## config.mk

```make
export PLATFORM = sky130hd
export DESIGN_NAME = rom_access_arbiter_flat
export DESIGN_NICKNAME = d
export VERILOG_FILES = /design/src/rtl/rom_access_arbiter_if.sv /design/src/rtl/rom_access_arbiter.sv /design/src/flat_wrapper.sv
export SDC_FILE = /design/constraint.sdc
export NUM_CORES = 1
export LEC_CHECK = 0
export ABC_AREA = 0
export BUFFER_PORTS_ARGS = -buffer_cell sky130_fd_sc_hd__buf_2
export CAP_MARGIN = 40
export CORE_MARGIN = 1
export CORE_UTILIZATION = 35
export CTS_CLUSTER_SIZE = 10
export DETAILED_ROUTE_END_ITERATION = 10
export PLACE_DENSITY = 0.65
export SYNTH_ARGS = -nofsm -noshare
export SYNTH_HDL_FRONTEND = slang
export SYNTH_SLANG_ARGS = --single-unit
export TNS_END_PERCENT = 100
```

## constraint.sdc

```tcl
create_clock -name clk -period 4.62 [get_ports clk]
set_input_delay 0 -clock clk [delete_from_list [all_inputs] [get_ports clk]]
set_output_delay 0 -clock clk [all_outputs]
set_load 0.005 [all_outputs]
```

## src/rtl/rom_access_arbiter_if.sv

```systemverilog
// rom_access_arbiter_if: fetch/load request ports and ROM port of the shared instruction ROM arbiter.
interface rom_access_arbiter_if;
    logic        i_req;
    logic [31:0] i_addr;
    logic        i_gnt;
    logic        i_rvalid;
    logic [31:0] i_rdata;
    logic        i_err;
    logic        d_req;
    logic [31:0] d_addr;
    logic        d_gnt;
    logic        d_rvalid;
    logic [31:0] d_rdata;
    logic        d_err;
    logic [31:0] rom_addr;
    logic [31:0] rom_data;
    logic        rom_accessable;
    logic        busy;
    modport slave (
        input  i_req, i_addr, d_req, d_addr, rom_data, rom_accessable,
        output i_gnt, i_rvalid, i_rdata, i_err, d_gnt, d_rvalid, d_rdata, d_err, rom_addr, busy
    );
    modport master (
        output i_req, i_addr, d_req, d_addr, rom_data, rom_accessable,
        input  i_gnt, i_rvalid, i_rdata, i_err, d_gnt, d_rvalid, d_rdata, d_err, rom_addr, busy
    );
endinterface

```

## src/rtl/rom_access_arbiter.sv

```systemverilog
// rom_access_arbiter: shares one combinational ROM between fetch and load with wait states.
// ROM_ARB_ROUND_ROBIN_EN selects round-robin arbitration instead of load priority with anti-starvation.
module rom_access_arbiter #(
    parameter int WAIT_CYCLES  = 1,
    parameter int STARVE_LIMIT = 3
) (
    input  logic                 clk,
    input  logic                 reset,
    rom_access_arbiter_if.slave  bus
);
    typedef enum logic [1:0] {IDLE, ACCESS, RESP} state_t;
    state_t      r_state, w_next;
    logic [31:0] r_addr_q, r_rom_addr, r_i_rdata, r_d_rdata, w_gaddr, w_word;
    logic [3:0]  r_wcnt;
    logic        r_own_q, r_i_rvalid, r_d_rvalid, r_i_err, r_d_err, r_busy;
    logic        w_arb, w_pick_d, w_gnt_i, w_gnt_d, w_gnt, w_done;

    assign w_arb = r_state != ACCESS;

`ifdef ROM_ARB_ROUND_ROBIN_EN
    logic r_rr_last;
    assign w_pick_d = ~bus.i_req | ~r_rr_last;
    always_ff @(posedge clk or posedge reset) begin
        if (reset) r_rr_last <= 1'b0;
        else if (w_gnt) r_rr_last <= w_gnt_d;
    end
`else
    localparam logic [7:0] LIMIT = 8'(STARVE_LIMIT);
    logic [7:0] r_stall_cnt;
    assign w_pick_d = ~bus.i_req | (r_stall_cnt != LIMIT);
    // counts load wins over a waiting fetch; saturates so fetch stays forced until served
    always_ff @(posedge clk or posedge reset) begin
        if (reset) r_stall_cnt <= '0;
        else if (w_gnt_i) r_stall_cnt <= '0;
        else if (w_gnt_d && bus.i_req && r_stall_cnt != LIMIT) r_stall_cnt <= r_stall_cnt + 8'd1;
    end
`endif

    assign w_done  = (r_state == ACCESS) && (r_wcnt == 4'd0);
    assign w_word  = bus.rom_accessable ? bus.rom_data : '0;
    assign w_gaddr = w_gnt_d ? bus.d_addr : bus.i_addr;

    always_comb begin
        w_gnt_d = w_arb & bus.d_req & w_pick_d;
        w_gnt_i = w_arb & bus.i_req & ~w_gnt_d;
        w_gnt   = w_gnt_i | w_gnt_d;
        w_next  = w_gnt ? ACCESS : w_done ? RESP : (r_state == ACCESS) ? ACCESS : IDLE;
    end

    always_ff @(posedge clk or posedge reset) begin
        if (reset) begin
            r_state    <= IDLE;
            r_addr_q   <= '0;
            r_own_q    <= 1'b0;
            r_wcnt     <= '0;
            r_rom_addr <= '0;
            r_i_rvalid <= 1'b0;
            r_d_rvalid <= 1'b0;
            r_i_rdata  <= '0;
            r_d_rdata  <= '0;
            r_i_err    <= 1'b0;
            r_d_err    <= 1'b0;
            r_busy     <= 1'b0;
        end else begin
            r_state <= w_next;
            if (w_gnt) begin
                r_addr_q <= w_gaddr;
                r_own_q  <= w_gnt_d;
                r_wcnt   <= 4'(WAIT_CYCLES);
            end else if (r_state == ACCESS && r_wcnt != 4'd0) begin
                r_wcnt <= r_wcnt - 4'd1;
            end
            r_rom_addr <= w_gnt ? w_gaddr : (w_done || r_state != ACCESS) ? '0 : r_addr_q;
            r_i_rvalid <= w_done & ~r_own_q;
            r_d_rvalid <= w_done & r_own_q;
            r_i_rdata  <= (w_done & ~r_own_q) ? w_word : '0;
            r_d_rdata  <= (w_done & r_own_q) ? w_word : '0;
            r_i_err    <= w_done & ~r_own_q & ~bus.rom_accessable;
            r_d_err    <= w_done & r_own_q & ~bus.rom_accessable;
            r_busy     <= w_next != IDLE;
        end
    end

    assign bus.i_gnt    = w_gnt_i;
    assign bus.d_gnt    = w_gnt_d;
    assign bus.rom_addr = r_rom_addr;
    assign bus.i_rvalid = r_i_rvalid;
    assign bus.i_rdata  = r_i_rdata;
    assign bus.i_err    = r_i_err;
    assign bus.d_rvalid = r_d_rvalid;
    assign bus.d_rdata  = r_d_rdata;
    assign bus.d_err    = r_d_err;
    assign bus.busy     = r_busy;
endmodule
```

## src/flat_wrapper.sv

```systemverilog
// flat-port wrapper written by rule: the top's interface ports become plain ports
module rom_access_arbiter_flat 
#(
    parameter int WAIT_CYCLES  = 1,
    parameter int STARVE_LIMIT = 3
)
  (clk, reset, bus_i_req, bus_i_addr, bus_d_req, bus_d_addr, bus_rom_data, bus_rom_accessable, bus_i_gnt, bus_i_rvalid, bus_i_rdata, bus_i_err, bus_d_gnt, bus_d_rvalid, bus_d_rdata, bus_d_err, bus_rom_addr, bus_busy);
  rom_access_arbiter_if bus_i ();
  input  logic clk;
  input  logic reset;
  input wire logic [$bits(bus_i.i_req)-1:0] bus_i_req;
  input wire logic [$bits(bus_i.i_addr)-1:0] bus_i_addr;
  input wire logic [$bits(bus_i.d_req)-1:0] bus_d_req;
  input wire logic [$bits(bus_i.d_addr)-1:0] bus_d_addr;
  input wire logic [$bits(bus_i.rom_data)-1:0] bus_rom_data;
  input wire logic [$bits(bus_i.rom_accessable)-1:0] bus_rom_accessable;
  output wire logic [$bits(bus_i.i_gnt)-1:0] bus_i_gnt;
  output wire logic [$bits(bus_i.i_rvalid)-1:0] bus_i_rvalid;
  output wire logic [$bits(bus_i.i_rdata)-1:0] bus_i_rdata;
  output wire logic [$bits(bus_i.i_err)-1:0] bus_i_err;
  output wire logic [$bits(bus_i.d_gnt)-1:0] bus_d_gnt;
  output wire logic [$bits(bus_i.d_rvalid)-1:0] bus_d_rvalid;
  output wire logic [$bits(bus_i.d_rdata)-1:0] bus_d_rdata;
  output wire logic [$bits(bus_i.d_err)-1:0] bus_d_err;
  output wire logic [$bits(bus_i.rom_addr)-1:0] bus_rom_addr;
  output wire logic [$bits(bus_i.busy)-1:0] bus_busy;
  assign bus_i.i_req = bus_i_req;
  assign bus_i.i_addr = bus_i_addr;
  assign bus_i.d_req = bus_d_req;
  assign bus_i.d_addr = bus_d_addr;
  assign bus_i.rom_data = bus_rom_data;
  assign bus_i.rom_accessable = bus_rom_accessable;
  assign bus_i_gnt = bus_i.i_gnt;
  assign bus_i_rvalid = bus_i.i_rvalid;
  assign bus_i_rdata = bus_i.i_rdata;
  assign bus_i_err = bus_i.i_err;
  assign bus_d_gnt = bus_i.d_gnt;
  assign bus_d_rvalid = bus_i.d_rvalid;
  assign bus_d_rdata = bus_i.d_rdata;
  assign bus_d_err = bus_i.d_err;
  assign bus_rom_addr = bus_i.rom_addr;
  assign bus_busy = bus_i.busy;
  rom_access_arbiter #(.WAIT_CYCLES(WAIT_CYCLES), .STARVE_LIMIT(STARVE_LIMIT)) u_core (.clk(clk), .reset(reset), .bus(bus_i));
endmodule
```

==> results of run 1 <==
[through the flow]
stage / cell area [um^2] / hold slack, ns
finish: 8800 / 0.0987
global route: 8800 / 0.125
CTS: 8800 / 0.0844
detailed placement: 6880 / 0.0861
global placement: 6870 / 0.0703
floorplan: 5750 / 0.116
[kinds of logic (layout without fill, tap and decap cells)]
logic type	count (synthesis)	after routing
simple gates	199	199
flops	148	148
xor+xnor	3	3
compound gates	115	115
mux	1	1
fa+ha+maj	3	3
buf+inv	46	384
[how the worst max path moves through the flow]
stage,endpoint,from,cells past startpoint,slack [ns]
2_1_floorplan,u_core.bus.busy,reset,1,0.64
3_3_place_gp,u_core.bus.rom_addr[8],u_core.r_stall_cnt[0],6,2.26
3_5_place_dp,u_core.bus.rom_addr[30],u_core.r_stall_cnt[0],6,2.14
4_1_cts,u_core.bus.rom_addr[30],u_core.r_stall_cnt[0],7,1.60
5_1_grt,u_core.bus.rom_addr[18],u_core.r_stall_cnt[0],7,1.32
6_report,u_core.bus.rom_addr[18],u_core.r_stall_cnt[0],7,1.56
[critical path, cell delays in order (launching register included)]
cell and delay (ns):
dfrtp_1 0.41, ha_1 0.26, nor4b_4 0.26, a311o_1 0.28, inv_4 0.24, nor2_4 0.69, a21o_1 0.25, dlygate4sd3_1 0.59
[final cells by class]
cell class	instances	area, um^2
fillers	1331	7140
flip-flops and latches	148	3700
clock buffers	22	474
well taps	216	270
repair buffers	343	2400
multi-input cells	321	1780
inverters	9	41.3
clock inverters	10	123
[metal layers]
metal	vias up	GRT usage, %	share of wire (%)
li1	2422	-	-
met1	2474	22.2	40
met2	266	34.8	49
met3	33	6.44	8.6
met4	0	9.92	2.2
met5	-	0	0
[repair_timing]
item	in CTS	in global routing
hold endpoints to repair	182	0
hold buffers	132	0
buffers inserted	0	0
[placed cells by master, fill, tap and decap left out, types with 2 or more instances in the layout]
| cell | n |
|---|---|
| inv_1 | 7 |
| inv_6 | 3 |
| buf_4 | 7 |
| a21o_1 | 33 |
| dfrtp_1 | 148 |
| nor2_1 | 104 |
| a22o_1 | 35 |
| o21ai_0 | 3 |
| clkinvlp_4 | 3 |
| o22ai_1 | 34 |
| clkbuf_1 | 2 |
| nand2_1 | 44 |
| clkbuf_16 | 17 |
| clkinv_4 | 2 |
| xor2_1 | 2 |
| a21oi_1 | 3 |
| dlygate4sd3_1 | 132 |
| a31oi_1 | 3 |
| clkbuf_8 | 3 |
| bufinv_16 | 2 |
| nand3_1 | 6 |
| nor3_1 | 36 |
| buf_2 | 203 |
| ha_1 | 3 |
[state kept, by name, indices dropped and copies added, names as in the netlist, 2 cells and up]
signal               count
u_core.bus.d_rdata      32
u_core.bus.i_rdata      32
u_core.bus.rom_addr     32
u_core.r_addr_q         32
u_core.r_stall_cnt       8
u_core.r_state           2
u_core.r_wcnt            4
[report_power, final]
group          internal [W]  switching [W]  leakage [nW]
combinational       0.00107       0.000948          2.37
sequential          0.00167       0.000154          1.90
clock              0.000843       0.000543         0.283
==> report_table.html, run 1 <==
<table>
<tr><th>Metric</th><th>Value</th></tr>
<tr><th colspan="2">Hold path</th></tr>
<tr><td>WHS Endpoint</td><td>u_core.bus.i_err</td></tr>
<tr><td>Hold Path Origin</td><td>bus_rom_accessable</td></tr>
<tr><td>WHS Path Cells</td><td>2</td></tr>
<tr><td>Worst min-delay path category</td><td>input port to flip-flop</td></tr>
<tr><th colspan="2">Synth</th></tr>
<tr><td>Net count after synthesis</td><td>619</td></tr>
<tr><td>Area share of xor/xnor cells in the synthesized design</td><td>less than 1%</td></tr>
<tr><td>Cell type contributing the most total cell area after synthesis</td><td>dfrtp_1</td></tr>
<tr><td>Distinct cell type count after synthesis</td><td>34</td></tr>
<tr><td>Average size of a mapped cell</td><td>11.2 um^2</td></tr>
<tr><td>#FFs+latches synth</td><td>between 100 and 150</td></tr>
<tr><td>Most used standard cell by instance count after synthesis</td><td>dfrtp_1</td></tr>
<tr><td>Yosys top cell area share</td><td>64.4%</td></tr>
<tr><td>Warnings, synthesis</td><td>0</td></tr>
<tr><td>Post-synthesis async set-or-reset flop share</td><td>100%</td></tr>
<tr><td>Synth Flop Type</td><td>dfrtp_1</td></tr>
<tr><td>Synth Area in Compound Gates</td><td>14.8%</td></tr>
<tr><td>Top cells by area in the synthesized netlist</td><td>dfrtp_1 64%, nor2_1 6.8%, a22o_1 5.3%, a21o_1 4.3%, o22ai_1 3.7%</td></tr>
<tr><td>Share of cell area taken by muxes after synthesis</td><td>0.196%</td></tr>
<tr><td>Seq/Total Area, Yosys</td><td>between 60 and 70%</td></tr>
<tr><td>Post-synthesis share of cell area spent on and, or, nand and nor gates</td><td>14.8%</td></tr>
<tr><td>Instance count of the mapped netlist</td><td>~520</td></tr>
<tr><td>Syn Std Cell Area</td><td>5750 um^2</td></tr>
<tr><td>Area share of fa/ha/maj cells after synthesis</td><td>less than 1%</td></tr>
<tr><td>Commonest cells in the netlist</td><td>148 x dfrtp_1, 104 x nor2_1, 44 x nand2_1, 36 x nor3_1, 35 x a22o_1</td></tr>
<tr><td>Post-synth EDFFs</td><td>0</td></tr>
<tr><td>Largest family of logic cells by synthesized area</td><td>simple AND/OR/NAND/NOR gates</td></tr>
<tr><th colspan="2">Setup path</th></tr>
<tr><td>Reg2reg path depth</td><td>7</td></tr>
<tr><td>Type of the worst setup path</td><td>flip-flop to flip-flop</td></tr>
<tr><td>Minimum setup slack among reg-to-reg paths</td><td>1.56 ns</td></tr>
<tr><td>Highest net fanout along the worst path</td><td>68</td></tr>
<tr><td>CP Capture Type</td><td>flip-flop</td></tr>
<tr><td>Startpoint Class</td><td>flip-flop</td></tr>
<tr><td>Capture point of the worst reg-to-reg path</td><td>u_core.bus.rom_addr[18]</td></tr>
<tr><td>Crit path required time</td><td>4.97 ns</td></tr>
<tr><td>CP arrival</td><td>3.40 ns</td></tr>
<tr><td>Reg2Reg Launch Point</td><td>u_core.r_stall_cnt[0]</td></tr>
<tr><th colspan="2">Timing</th></tr>
<tr><td>Least-Margin Pin Slew</td><td>slightly above 0.9 ns</td></tr>
<tr><td>Highest clock rate</td><td>327 MHz</td></tr>
<tr><td>Setup repair after global routing missed its margin</td><td>no</td></tr>
<tr><td>Ratio of final minimum period to clock period</td><td>66.2%</td></tr>
<tr><td>Setup clock skew after layout</td><td>0.00922 ns</td></tr>
<tr><td>Remaining max-slew budget at the tightest pin</td><td>38.5%</td></tr>
<tr><td>Worst setup margin</td><td>1.56 ns</td></tr>
<tr><td>Total count of hold-check failures in the final report</td><td>0</td></tr>
<tr><td>Clock period minus final worst setup slack</td><td>around 3.1 ns</td></tr>
<tr><td>Final slew viol count</td><td>0</td></tr>
<tr><td>Total setup violations reported at the end of the flow</td><td>0</td></tr>
<tr><td>Setup TNS</td><td>0 ns</td></tr>
<tr><th colspan="2">Layout</th></tr>
<tr><td>Net total in the final layout</td><td>944</td></tr>
<tr><td>Share of cells above drive strength 1</td><td>a little under 30%</td></tr>
<tr><td>Core occupancy in the finished layout</td><td>a little under three fifths</td></tr>
<tr><td>Count of antenna diodes in the layout</td><td>0</td></tr>
<tr><td>Synth-to-Final Area Change</td><td>53.1%</td></tr>
<tr><td>Number of non-filler instances in the completed layout</td><td>between 1000 and 1500</td></tr>
<tr><th colspan="2">Route</th></tr>
<tr><td>Routed wire length</td><td>16500 um</td></tr>
<tr><td>Average wire per standard cell</td><td>15.4 um</td></tr>
<tr><td>Number of optimization iterations in the first detailed-route pass</td><td>5</td></tr>
<tr><td>Detailed Route Iter0 Violations</td><td>226</td></tr>
<tr><td>Post-route DRC violation count</td><td>0</td></tr>
<tr><td>Via-per-instance ratio</td><td>4.86</td></tr>
<tr><td>Vias</td><td>a little over 5000</td></tr>
<tr><td>Detail Route Antenna Nets</td><td>0</td></tr>
<tr><th colspan="2">Clock tree</th></tr>
<tr><td>Clock latency of the later-clocked register in the worst-skew pair</td><td>between 0.4 and 0.5 ns</td></tr>
<tr><td>TritonCTS Sinks</td><td>148</td></tr>
<tr><td>CTS tree</td><td>built</td></tr>
<tr><td>Post-CTS Resized</td><td>0</td></tr>
<tr><td>Root Buffer</td><td>clkbuf_16</td></tr>
<tr><td>Inserted Clock Buffers</td><td>17</td></tr>
<tr><td>Max H-tree Level</td><td>4</td></tr>
<tr><td>Longest Clk Path Bufs</td><td>2</td></tr>
<tr><td>CTS clock-pin slew for the worst setup and hold paths</td><td>~0.06 ns</td></tr>
<tr><th colspan="2">Die</th></tr>
<tr><td>Die X</td><td>130 um</td></tr>
<tr><td>Area of the core</td><td>15900 um^2</td></tr>
<tr><td>Area enclosed by the die boundary</td><td>between 15000 and 20000 um^2</td></tr>
<tr><td>Std cell rows</td><td>46</td></tr>
<tr><td>Initial cell density of the core</td><td>36.0%</td></tr>
<tr><td>Die span in y</td><td>130 um</td></tr>
<tr><td>Top-level port count</td><td>204</td></tr>
<tr><th colspan="2">Pwr</th></tr>
<tr><td>Final Total Pwr</td><td>about 0.0052 W</td></tr>
<tr><td>Worst IR drop on VDD</td><td>251 uV</td></tr>
<tr><td>Power Dens Cells</td><td>594 nW/um^2</td></tr>
<tr><td>Static leakage power</td><td>~4.5 nW</td></tr>
<tr><th colspan="2">Place</th></tr>
<tr><td>Number of port buffers</td><td>203</td></tr>
<tr><td>Final Wtd Congestion</td><td>0.815</td></tr>
<tr><td>Detailed-placement wirelength estimate</td><td>9500 um</td></tr>
<tr><td>Placed Instances</td><td>905</td></tr>
<tr><td>Worst slack at placement</td><td>2.14 ns</td></tr>
<tr><th colspan="2">Global route</th></tr>
<tr><td>Largest net degree at the start of global routing</td><td>69</td></tr>
<tr><td>Number of antenna violations at the first check in global routing</td><td>0</td></tr>
<tr><td>Via count of the first global-routing pass</td><td>~5500</td></tr>
<tr><td>Overall track demand over capacity in global routing</td><td>20.1%</td></tr>
<tr><td>Total overflow reported by the global router</td><td>0</td></tr>
<tr><td>First-pass GRT wire length</td><td>25900 um</td></tr>
<tr><th colspan="2">Status</th></tr>
<tr><td>Result of the run</td><td>complete, no violations</td></tr>
<tr><th colspan="2">Job</th></tr>
<tr><td>Max-cap viol count</td><td>0</td></tr>
</table>
No activity file was read; power rests on OpenSTA's default activity.
==> run 2, diff against run 1 <==
--- a/config.mk
+++ b/config.mk
@@ -12,7 +12,7 @@
 export CORE_UTILIZATION = 35
 export CTS_CLUSTER_SIZE = 10
 export DETAILED_ROUTE_END_ITERATION = 10
-export PLACE_DENSITY = 0.65
+export PLACE_DENSITY = 0.67
 export SYNTH_ARGS = -nofsm -noshare
 export SYNTH_HDL_FRONTEND = slang
 export SYNTH_SLANG_ARGS = --single-unit
==> constraint.sdc (replaced) <==
create_clock -name clk -period 2.4 [get_ports clk]
set_input_delay 0 -clock clk [delete_from_list [all_inputs] [get_ports clk]]
set_output_delay 0 -clock clk [all_outputs]
set_load 0.005 [all_outputs]
==> report_table.html, run 2 (synthesis results as in run 1) <==
<table>
<tr><th>Metric</th><th>Value</th></tr>
<tr><th colspan="2">Timing</th></tr>
<tr><td>Total count of hold-check failures in the final report</td><td>0</td></tr>
<tr><td>Worst setup margin</td><td>approximately 0.18 ns</td></tr>
<tr><td>Ratio of final minimum period to clock period</td><td>92.4%</td></tr>
<tr><td>Setup TNS</td><td>0 ns</td></tr>
<tr><td>Setup repair after global routing missed its margin</td><td>no</td></tr>
<tr><td>Final slew viol count</td><td>0</td></tr>
<tr><td>Highest clock rate</td><td>451 MHz</td></tr>
<tr><td>Clock period minus final worst setup slack</td><td>2.22 ns</td></tr>
<tr><td>Setup clock skew after layout</td><td>0.00905 ns</td></tr>
<tr><td>Remaining max-slew budget at the tightest pin</td><td>between 50% and 60%</td></tr>
<tr><td>Least-Margin Pin Slew</td><td>0.740 ns</td></tr>
<tr><td>Worst hold margin</td><td>0.121 ns</td></tr>
<tr><td>Total setup violations reported at the end of the flow</td><td>0</td></tr>
<tr><th colspan="2">Layout</th></tr>
<tr><td>Highest-count cells in the layout ignoring fill and taps</td><td>203 x buf_2, 148 x dfrtp_1, 104 x nor2_1</td></tr>
<tr><td>Count of antenna diodes in the layout</td><td>0</td></tr>
<tr><td>Net total in the final layout</td><td>917</td></tr>
<tr><td>Number of fill cells</td><td>1353</td></tr>
<tr><td>Synth-to-Final Area Change</td><td>49.8%</td></tr>
<tr><td>Most common cell after layout, fill and taps aside</td><td>buf_2</td></tr>
<tr><td>Share of cells above drive strength 1</td><td>30.9%</td></tr>
<tr><th colspan="2">Clock tree</th></tr>
<tr><td>CTS tree</td><td>built</td></tr>
<tr><td>CTS clock-pin slew for the worst setup and hold paths</td><td>0.06 ns</td></tr>
<tr><td>Buffer count from post-CTS setup fixing</td><td>0</td></tr>
<tr><td>Inserted Clock Buffers</td><td>17</td></tr>
<tr><td>Root Buffer</td><td>clkbuf_16</td></tr>
<tr><td>Max H-tree Level</td><td>4</td></tr>
<tr><td>TritonCTS Sinks</td><td>148</td></tr>
<tr><td>Clock latency of the later-clocked register in the worst-skew pair</td><td>0.42 ns</td></tr>
<tr><td>Longest Clk Path Bufs</td><td>2</td></tr>
<tr><th colspan="2">Place</th></tr>
<tr><td>Final Wtd Congestion</td><td>0.774</td></tr>
<tr><td>Worst slack at placement</td><td>0.375 ns</td></tr>
<tr><td>Detailed-placement wirelength estimate</td><td>~9400 um</td></tr>
<tr><td>Number of port buffers</td><td>203</td></tr>
<tr><th colspan="2">Job</th></tr>
<tr><td>Max-cap viol count</td><td>0</td></tr>
<tr><th colspan="2">Die</th></tr>
<tr><td>Die span in y</td><td>130 um</td></tr>
<tr><td>Initial cell density of the core</td><td>36.0%</td></tr>
<tr><td>Area of the core</td><td>15900 um^2</td></tr>
<tr><td>Area enclosed by the die boundary</td><td>16900 um^2</td></tr>
<tr><td>Die X</td><td>130 um</td></tr>
<tr><td>Top-level port count</td><td>between 200 and 250</td></tr>
<tr><td>Std cell rows</td><td>46</td></tr>
<tr><th colspan="2">Setup path</th></tr>
<tr><td>CP Capture Type</td><td>output pin</td></tr>
<tr><td>Highest net fanout along the worst path</td><td>29</td></tr>
<tr><td>Combined buffer and inverter count along the critical path</td><td>3</td></tr>
<tr><td>CP peak stage delay</td><td>0.40 ns</td></tr>
<tr><td>Type of the worst setup path</td><td>flip-flop to output pin</td></tr>
<tr><td>CP arrival</td><td>2.22 ns</td></tr>
<tr><td>Crit path required time</td><td>2.40 ns</td></tr>
<tr><td>Critical Path Slowest Stage Cell</td><td>dfrtp_1</td></tr>
<tr><td>Cell family with the largest share of critical-path delay</td><td>buffers and inverters</td></tr>
<tr><td>Ordered list of cells on the worst path</td><td>ha_2 -&gt; nor4b_4 -&gt; a311o_1 -&gt; inv_4 -&gt; nor2_4 -&gt; buf_12 -&gt; buf_2</td></tr>
<tr><td>Startpoint Class</td><td>flip-flop</td></tr>
<tr><th colspan="2">Route</th></tr>
<tr><td>Detailed Route Iter0 Violations</td><td>244</td></tr>
<tr><td>Routed wire length</td><td>approximately 16000 um</td></tr>
<tr><td>Vias</td><td>4989</td></tr>
<tr><td>Number of optimization iterations in the first detailed-route pass</td><td>5</td></tr>
<tr><td>Average wire per standard cell</td><td>15.1 um</td></tr>
<tr><td>Detail Route Antenna Nets</td><td>0</td></tr>
<tr><td>Via-per-instance ratio</td><td>4.79</td></tr>
<tr><td>Post-route DRC violation count</td><td>0</td></tr>
<tr><th colspan="2">Global route</th></tr>
<tr><td>Largest net degree at the start of global routing</td><td>64</td></tr>
<tr><td>Via count of the first global-routing pass</td><td>~5100</td></tr>
<tr><td>First-pass GRT wire length</td><td>roughly 25000 um</td></tr>
<tr><td>Overall track demand over capacity in global routing</td><td>19.1%</td></tr>
<tr><td>Total overflow reported by the global router</td><td>0</td></tr>
<tr><td>Number of antenna violations at the first check in global routing</td><td>0</td></tr>
<tr><th colspan="2">Status</th></tr>
<tr><td>Result of the run</td><td>complete, no violations</td></tr>
<tr><th colspan="2">Pwr</th></tr>
<tr><td>Power Dens Cells</td><td>1120 nW/um^2</td></tr>
<tr><td>Static leakage power</td><td>4.45 nW</td></tr>
<tr><td>Worst IR drop on VDD</td><td>490 uV</td></tr>
<tr><th colspan="2">Hold path</th></tr>
<tr><td>Worst min-delay path category</td><td>input port to flip-flop</td></tr>
</table>
-- run 2: worst paths after layout --
check                                      start                      to  slack (ns)  cells past startpoint
max                        u_core.r_stall_cnt[1]               bus_i_gnt        0.18                      7
min                           bus_rom_accessable        u_core.bus.i_err        0.12                      2
max reg2reg                     u_core.r_wcnt[0]  u_core.bus.rom_addr[2]        0.34                      7
min reg2reg                       u_core.r_own_q          u_core.r_own_q        0.50                      2
max in group asynchronous                  reset  u_core.bus.d_rdata[28]        1.38                      4
min in group asynchronous                  reset   u_core.bus.i_rdata[4]        0.27                      3
-- run 2: cell type report --
class | instances | area [um^2] | share of cell area (%)
clock inverters | 12 | 179 | 2.08
multi-input cells | 321 | 1780 | 20.7
flip-flops and latches | 148 | 3700 | 43.0
repair buffers | 316 | 2190 | 25.4
clock buffers | 19 | 443 | 5.14
inverters | 9 | 40.0 | 0.465
well taps | 216 | 270 | 3.14
-- run 2: power breakdown --
part           internal (W)  switching [W]
Sequential          0.00322       0.000285
Clock               0.00177        0.00104
Combinational       0.00163        0.00171
-- run 2: repair_timing --
action	CTS	global route
hold endpoints to repair	160	0
setup endpoints to repair	0	1
hold buffers	100	0
resized for setup	0	1
-- run 2: stage by stage --
step | total power, W | std cells | area [um^2] | utilization [%]
final | 0.00965 | 1041 | 8610 | 54.0
after global routing | 0.0103 | 1041 | 8610 | 54.0
after detailed placement | 0.00675 | 910 | 6980 | 43.8
after CTS | 0.00970 | 1041 | 8610 | 54.0
after global placement | 0.00666 | 910 | 6980 | 43.8
after floorplan | 0.00579 | 515 | 5750 | -
-- run 2: metal layers --
layer  part of all wire (%)  vias to the layer above  GRT usage (%)
met5                      0                        -              0
met4                    1.1                        0           5.68
met3                    9.1                       14           6.68
met2                     49                      218           33.4
met1                     41                     2393           22.0
li1                       -                     2364              -
